==> src/rtl/seg_pkg.sv <==
// Shared constants for the multiplexed 4-digit seven-segment display:
// blanking patterns, scan index width and the active-low hex font.
package seg_pkg;

  localparam int IDX_W = 2;

  localparam logic [3:0] AN_OFF  = 4'b1111;
  localparam logic [7:0] SEG_OFF = 8'hFF;

  // Segments g..a, active-low; element n is the glyph for hex digit n.
  localparam logic [15:0][6:0] HEX_FONT = {
    7'h0E, 7'h06, 7'h21, 7'h46, 7'h03, 7'h08, 7'h10, 7'h00,
    7'h78, 7'h02, 7'h12, 7'h19, 7'h30, 7'h24, 7'h79, 7'h40
  };

endpackage

==> src/rtl/btn_debounce.sv <==
// One push-button conditioner: 2-FF synchronizer, stability counter and a
// single-cycle press pulse on each accepted 0->1 transition.
module btn_debounce #(
  parameter int DEB_CYCLES = 500000
) (
  input  logic clk,
  input  logic rst,
  input  logic raw,
  output logic level,
  output logic press
);

  localparam int CNT_W = (DEB_CYCLES > 1) ? $clog2(DEB_CYCLES) : 1;

  logic [1:0]       sync_q, sync_d;
  logic [CNT_W-1:0] cnt_q, cnt_d;
  logic             stable_q, stable_d;
  logic             press_q, press_d;

  always_ff @(posedge clk or posedge rst) begin
    if (rst) begin
      sync_q   <= '0;
      cnt_q    <= '0;
      stable_q <= 1'b0;
      press_q  <= 1'b0;
    end else begin
      sync_q   <= sync_d;
      cnt_q    <= cnt_d;
      stable_q <= stable_d;
      press_q  <= press_d;
    end
  end

  // The counter tracks how long the synced level has disagreed with the
  // accepted one; any agreement restarts the count, so bounces are dropped.
  always_comb begin
    sync_d   = {sync_q[0], raw};
    cnt_d    = cnt_q;
    stable_d = stable_q;
    press_d  = 1'b0;
    if (sync_q[1] == stable_q) begin
      cnt_d = '0;
    end else if (cnt_q == CNT_W'(DEB_CYCLES - 1)) begin
      cnt_d    = '0;
      stable_d = sync_q[1];
      press_d  = sync_q[1];
    end else begin
      cnt_d = cnt_q + CNT_W'(1);
    end
  end

  assign level = stable_q;
  assign press = press_q;

endmodule

==> src/rtl/seg_scan_ctrl.sv <==
// Round-robin scan scheduler for the shared 4-digit display, with four
// button-incremented hex digit registers and registered AN/SEGMENT pins.
module seg_scan_ctrl #(
  parameter int SCAN_DIV   = 100000,
  parameter int DEB_CYCLES = 500000
) (
  input  logic       clk,
  input  logic       rst,
  input  logic [3:0] btn,
  input  logic [7:0] SW,
  output logic [3:0] AN,
  output logic [7:0] SEGMENT,
  output logic       BTNX4
);

  import seg_pkg::*;

  localparam int SLOT_W = $clog2(SCAN_DIV);

  logic [3:0]        btn_level;
  logic [3:0]        btn_press;
  logic [IDX_W-1:0]  idx_q, idx_d;
  logic [SLOT_W-1:0] slot_q, slot_d;
  logic [3:0]        digit_q [4];
  logic [3:0]        digit_d [4];
  logic [3:0]        an_q, an_d;
  logic [7:0]        seg_q, seg_d;
  logic [3:0]        dp_en;

  for (genvar i = 0; i < 4; i++) begin : g_btn
    btn_debounce #(.DEB_CYCLES(DEB_CYCLES)) u_deb (
      .clk   (clk),
      .rst   (rst),
      .raw   (btn[i]),
      .level (btn_level[i]),
      .press (btn_press[i])
    );
  end

  always_ff @(posedge clk or posedge rst) begin
    if (rst) begin
      idx_q  <= '0;
      slot_q <= '0;
      for (int i = 0; i < 4; i++) digit_q[i] <= '0;
      an_q   <= AN_OFF;
      seg_q  <= SEG_OFF;
    end else begin
      idx_q  <= idx_d;
      slot_q <= slot_d;
      for (int i = 0; i < 4; i++) digit_q[i] <= digit_d[i];
      an_q   <= an_d;
      seg_q  <= seg_d;
    end
  end

  assign dp_en = SW[7:4];

  always_comb begin
    idx_d  = idx_q;
    slot_d = slot_q + SLOT_W'(1);
    if (slot_q == SLOT_W'(SCAN_DIV - 1)) begin
      slot_d = '0;
      idx_d  = idx_q + IDX_W'(1);
    end

    for (int i = 0; i < 4; i++) begin
      digit_d[i] = digit_q[i];
      if (btn_press[i]) digit_d[i] = digit_q[i] + 4'd1;
    end

    // Slot cycle 0 is always dark so the previous digit cannot ghost;
    // disabled digits still consume their full slot.
    an_d  = AN_OFF;
    seg_d = SEG_OFF;
    if (slot_q != '0 && SW[idx_q]) begin
      an_d  = ~(4'b0001 << idx_q);
      seg_d = {~dp_en[idx_q], HEX_FONT[digit_q[idx_q]]};
    end
  end

  assign AN      = an_q;
  assign SEGMENT = seg_q;
  assign BTNX4   = 1'b0;

endmodule

==> config.mk <==
export PLATFORM = sky130hd
export DESIGN_NAME = seg_scan_ctrl
export DESIGN_NICKNAME = d
export VERILOG_FILES = /design/src/rtl/seg_pkg.sv /design/src/rtl/btn_debounce.sv /design/src/rtl/seg_scan_ctrl.sv
export SDC_FILE = /design/constraint.sdc
export NUM_CORES = 1
export LEC_CHECK = 0
export ABC_AREA = 1
export CORE_MARGIN = 1.5
export CORE_UTILIZATION = 45
export CTS_CLUSTER_DIAMETER = 150
export DETAILED_ROUTE_END_ITERATION = 7
export GPL_TIMING_DRIVEN = 1
export PLACE_DENSITY = 0.7
export SYNTH_ARGS = -nofsm -noshare
export SYNTH_HDL_FRONTEND = slang
export SYNTH_SLANG_ARGS = --single-unit
==> constraint.sdc <==
create_clock -name clk -period 5.95 [get_ports clk]
set_input_delay 1.19 -clock clk [delete_from_list [all_inputs] [get_ports clk]]
set_output_delay 1.19 -clock clk [all_outputs]
set_load 0.02 [all_outputs]
After elaboration in Yosys (flattened, before gate mapping)

Memories as Yosys holds them, arrays and structs flattened.
Cells that the tools add are included.

ROM bits: 112
Input bits: 14
Register bits: 139
Word-level logic and storage cells: 89
Output and inout port bits: 13
Memories: 1
Memory bits (writable): 0
Bits in latches: 0

Memory list:

| memory           | depth | bits a word | read ports | clocked after Yosys merged registers in | wr ports | RTL line            | text |
|---|---|---|---|---|---|---|---|
| (name not given) | 16    | 7           | 1          | 0                                       | 0        | seg_scan_ctrl.sv:77 | `seg_d = {~dp_en[idx_q], HEX_FONT[digit_q[idx_q]]};` |

Order comparisons: 4
Divide/modulo/power cells: 0
Shifts and indexed selects: 1
Reductions and logical operators: 6
Add/sub/neg operators: 10
Muxes and demuxes: 27
Multipliers: 0
Eq/ne operators: 9
Bitwise operators: 7

Operator list:

| cell                    | count |
|---|---|
| $mux W19                | 8 |
| $add A19 B1 Y19 const B | 4 |
| $eq A19 B19 Y1 const B  | 4 |
| $add A17 B1 Y17 const B | 1 |
| $eq A17 B17 Y1 const B  | 1 |
| $mux W17                | 1 |
| $reduce_bool A17 Y1     | 1 |
| $add A4 B1 Y4 const B   | 4 |
| $mux W4                 | 3 |
| $mux W1                 | 10 |
| $bmux W4 S2             | 1 |
| $mux W8                 | 1 |
| $reduce_and A2 Y1       | 4 |
| $mux W7                 | 1 |
| $lt A4 B5 Y1 const B    | 1 |
| $not A1 Y1              | 5 |
| $bmux W1 S2             | 2 |
| $eq A1 B1 Y1            | 4 |
| $lt A2 B4 Y1 const B    | 1 |
| $not A4 Y4              | 1 |
| $shl A1 B2 Y4 const A   | 1 |
| $ge A3 B3 Y1 const B    | 1 |
| $lt A2 B3 Y1 const B    | 1 |
| $not A2 Y3              | 1 |
| other kinds (2)         | 2 |

Logic depth before layout (Yosys ltp)

Word-level depth: 7
Depth in mapped cells: 11
Gate-level depth less buffers: 10

By module

Synthesis repeated with hierarchy kept, for this count alone.

Cells, all modules: 934
Area, all modules: 7,798.7 um^2

By module, submodules not included:

| module        | cells an instance | sequential area each (um^2) | times used | area an instance (um^2) |
|---|---|---|---|---|
| btn_debounce  | 157               | 575.6                       | 4          | 1,302.5 |
| seg_scan_ctrl | 306               | 1,191.1                     | 1          | 2,588.7 |

Least setup slack after synthesis

No wires, ideal clock.

Path kind: input to register
Start: input SW[2]
End: register seg_q[1] (netlist: SEGMENT[1])
Buffers on the path: 1
Data required time: 5.867 ns
Arrival time: 1.729 ns
Stages: 8
Path slack: 4.138 ns
Setup time: 0.083 ns
Cells stage by stage: nor2_1 -> nor2_1 -> o21ai_1 -> o21ai_1 -> nand2_1 -> inv_1 -> buf_6 -> nand3_1

Cells in the longest elaborated chain, start to end: 4

Ends and longest elaborated chain:

| what                          | RTL line            | text |
|---|---|---|
| start: declaration            | seg_scan_ctrl.sv:10 | `input logic [7:0] SW,` |
| $bmux W1 S2                   | seg_scan_ctrl.sv:75 | `if (slot_q != '0 && SW[idx_q]) begin` |
| $mux W1 (not written as such) | seg_scan_ctrl.sv:75 |  |
| $logic_and A1 B1 Y1           | seg_scan_ctrl.sv:75 |  |
| $mux W8                       | seg_scan_ctrl.sv:75 |  |
| via seg_d[1]                  | seg_scan_ctrl.sv:27 | `logic [7:0] seg_q, seg_d;` |
| end signal: assignment        | seg_scan_ctrl.sv:52 | `seg_q <= seg_d;` |
| end: declaration              | seg_scan_ctrl.sv:27 |  |

The timed path passes the listed nets, and every way through them passes these cells. The select of a mux whose other input is x is not followed.
A chain may end at the register's enable or synchronous reset.

Worst setup path in the final report

Start: register seg_q[7] (netlist: SEGMENT[7])
End: output SEGMENT[7]

RTL lines:

| what             | RTL line            | text |
|---|---|---|
| end: declaration | seg_scan_ctrl.sv:12 | `output logic [7:0] SEGMENT,` |

No word-level cell between the ends.

==> flow_summary.yaml <==
timing:
  setup_violations: 0
  finalHoldViolCount: 0
  drv_slew: 0
  max_slew.worst_pin.slew_ns: 1.10
  period_share_pct: 45.7
  fin_skew_ns: 0.00674
  fin_tns_setup_ns: 0
  fin_crit_ns: 2.72
  rsz0062_at_grt: "false"
  maxSlewHeadroom_pct: 26.0
  fmax_ghz: 0.368
grt:
  grt_overflow: 0
  grt_pass1_vias: 6115
  antenna_found_initial: 0
  grt_util_all_layers_pct: 18.6
  grt_max_degree: 102
  grt_pass1_wl_um: 27200
cts:
  postCtsResizedCells: 0
  cts_tree: "yes"
  clk_pin_slew_ns: 0.06
  ctsLongestPathBuffers: 2
  cts_hold_buf: 0
  cts-root-buf: "clkbuf_16"
  h-tree-depth: 4
  clk_latency_ns: 0.42
  post_cts_buffers: 0
  cts.sinks: 139
  numCtsBuffers: 17
worst_setup_path:
  cp-startpoint: "SEGMENT[7]"
  crit_arrival_ns: 1.53
  crit_type: "register to primary output"
  required_ns: 4.76
  path_cells: "clkdlybuf4s50_1"
  start_kind: "register"
  crit_family: "buffers and inverters"
  r2r-start: "idx_q[0]"
  max_stage_delay_ns: 0.59
  slowest_stage: "clkdlybuf4s50_1"
  path_max_fanout: 1
  critPathBufInv: 1
  crit_path_end_kind: "primary output"
routing:
  wirelength_um: 15100
  drc: 0
  ant_nets: 0
  routedWlPerCell_um: 11.6
  first_pass_iters: 5
  avgViaCountPerCell: 4.87
  drtIter0Drc: 422
  routed-via-count: 6296
cells_and_area:
  n_antenna_cell: 0
  layout.nets: 1095
  drive_above_1_share_pct: 7.82
  syn_to_final_growth_pct: 13.4
synthesis:
  synth_fa_ha_area_share_pct: 3.24
  yosys-mux-area-fraction_pct: 0.582
  synth_flop_cell: "dfrtp_1"
  synth_top_family_by_area: "simple AND/OR/NAND/NOR gates"
  synth.avg_cell_area_um2: 7.54
  synth_edf_count: 0
  synthXorXnorAreaFrac_pct: 6.11
  synth.yosys.seq_area_share_pct: 45.2
  yosys_warnings: 0
  synth-seq-cells: 139
  yosys.area_share.simple_pct: 34.6
  synth_top_area_share_pct: 41.1
  synth.distinct_cells: 38
  synth_compound_area_share_pct: 2.99
  synth_area_leaders: "dfrtp_1, nor2_1, nand2_1"
  synth_area_um2: 7730
  yosysTopAreaCell: "dfrtp_1"
  postSynthNetCount: 1060
  netlist_instances: 1026
  ys_async_sr_fraction_pct: 100
min_path:
  holdCritPathClass: "register to register"
  worstHoldStart: "g_btn[2].u_deb.sync_q[0]"
die:
  start_util_pct: 46.3
  dieHeight_um: 134
  ios: 27
  core_area_um2: 16700
  die_x_um: 134
  row_count: 47
  die_area_um2: 18000
pwr:
  p_per_area_nw_per_um2: 230
  irDropWorstVdd_mv: 0.192
  p_leak_nw: 4.01
  total_power_mw: 2.02
job:
  maxCapViolations: 0
place:
  dp_hpwl_um: 11000
  gp_congestion: 0.912
  numPortBuffers: 25
status:
  status: "finished clean"
## synth_stat cells, types with 3 or more instances
master,count
a21oi_1,11
buf_2,3
buf_6,3
clkbuf_1,4
dfrtp_1,127
dfstp_2,12
ha_1,20
inv_1,124
inv_2,6
mux2_2,4
nand2_1,224
nand2_2,8
nand2_4,3
nand3_1,97
nand3_2,3
nand4_1,22
nor2_1,229
nor2_2,9
nor3_1,17
nor3b_1,5
o21ai_0,18
o21ai_1,7
xnor2_1,9
xor2_1,45
## stage by stage
step	instances	worst slack [ns]	area (um^2)	hold WS [ns]	utilization (%)
2_1_floorplan	1026	1.06	7730	0.331	-
3_3_place_gp	1262	3.03	8210	0.333	49.2
3_5_place_dp	1262	3.01	8210	0.335	49.2
4_1_cts	1294	3.21	8770	0.348	52.5
5_1_grt	1294	3.18	8770	0.361	52.5
6_report	1294	3.23	8770	0.347	52.5
## power by group
part / switching (mW) / leakage [nW] / internal, mW
Clock: 0.417 / 0.269 / 0.563
Sequential: 0.00692 / 1.86 / 0.960
Combinational: 0.0454 / 1.89 / 0.0230
Total: 0.469 / 4.01 / 1.55
## logic make-up after synthesis
| group | count (synthesis) |
|---|---|
| AOI/OAI and AO/OA | 43 |
| xor gates and xnor gates | 54 |
| adders and majority gates | 20 |
| buffers and inverters | 141 |
| DFF | 139 |
| muxes | 4 |
| other | 1 |
| and+or+nand+nor | 624 |
## registers in the layout, summed over array words and instances (netlist names)
register and cells:
AN 4, SEGMENT 8, digit_q 16, g_btn.u_deb.cnt_q 76, g_btn.u_deb.level 4, g_btn.u_deb.press 4
g_btn.u_deb.sync_q 8, idx_q 2, slot_q 17
## metal layers
metal  vias to the layer above  routed length (um)  global-route usage [%]
met3                        18                 581                    4.31
li1                       3282                   -                       -
met5                         -                   0                       0
met1                      2878                7760                    25.7
met2                       118                6520                    28.6
met4                         0                 197                    7.05
## placed cells by master, fill, tap and decap left out, types with 3 or more instances in the layout
cell             instances
nor3_1                  17
clkinv_4                 4
nand2_4                  3
o21ai_0                 18
inv_2                    6
xor2_1                  45
nand2_2                  8
clkbuf_16               17
inv_6                    5
a21oi_1                 11
xnor2_1                  9
nand3_1                 97
ha_1                    20
clkdlybuf4s50_1         25
dfrtp_1                127
nand3_2                  3
dfstp_2                 12
o21ai_1                  7
nand2_1                224
nor3b_1                  5
clkinvlp_4               3
nor2_2                   9
nand4_1                 22
inv_1                  123
mux2_2                   4
nor2_1                 229
## final timing paths
kind / to / slack [ns] / cells past startpoint
setup / recovery: SEGMENT[7] / 3.23 / 1
hold / removal: g_btn[2].u_deb.sync_q[1] / 0.35 / 0
setup reg to reg: SEGMENT[3] / 3.86 / 10
hold reg to reg: g_btn[2].u_deb.sync_q[1] / 0.35 / 0
max in group asynchronous: AN[1] / 3.56 / 3
min in group asynchronous: g_btn[0].u_deb.cnt_q[8] / 1.34 / 2
## area by class of cell
cell class,count,area [um^2]
clock buffer,19,453
clock inverter,13,109
fill,1619,7930
inverter,130,493
multi-input combinational,746,3680
sequential,139,3490
tap,220,275
timing repair buffer,27,265
Power figures use the tool's default switching activity.
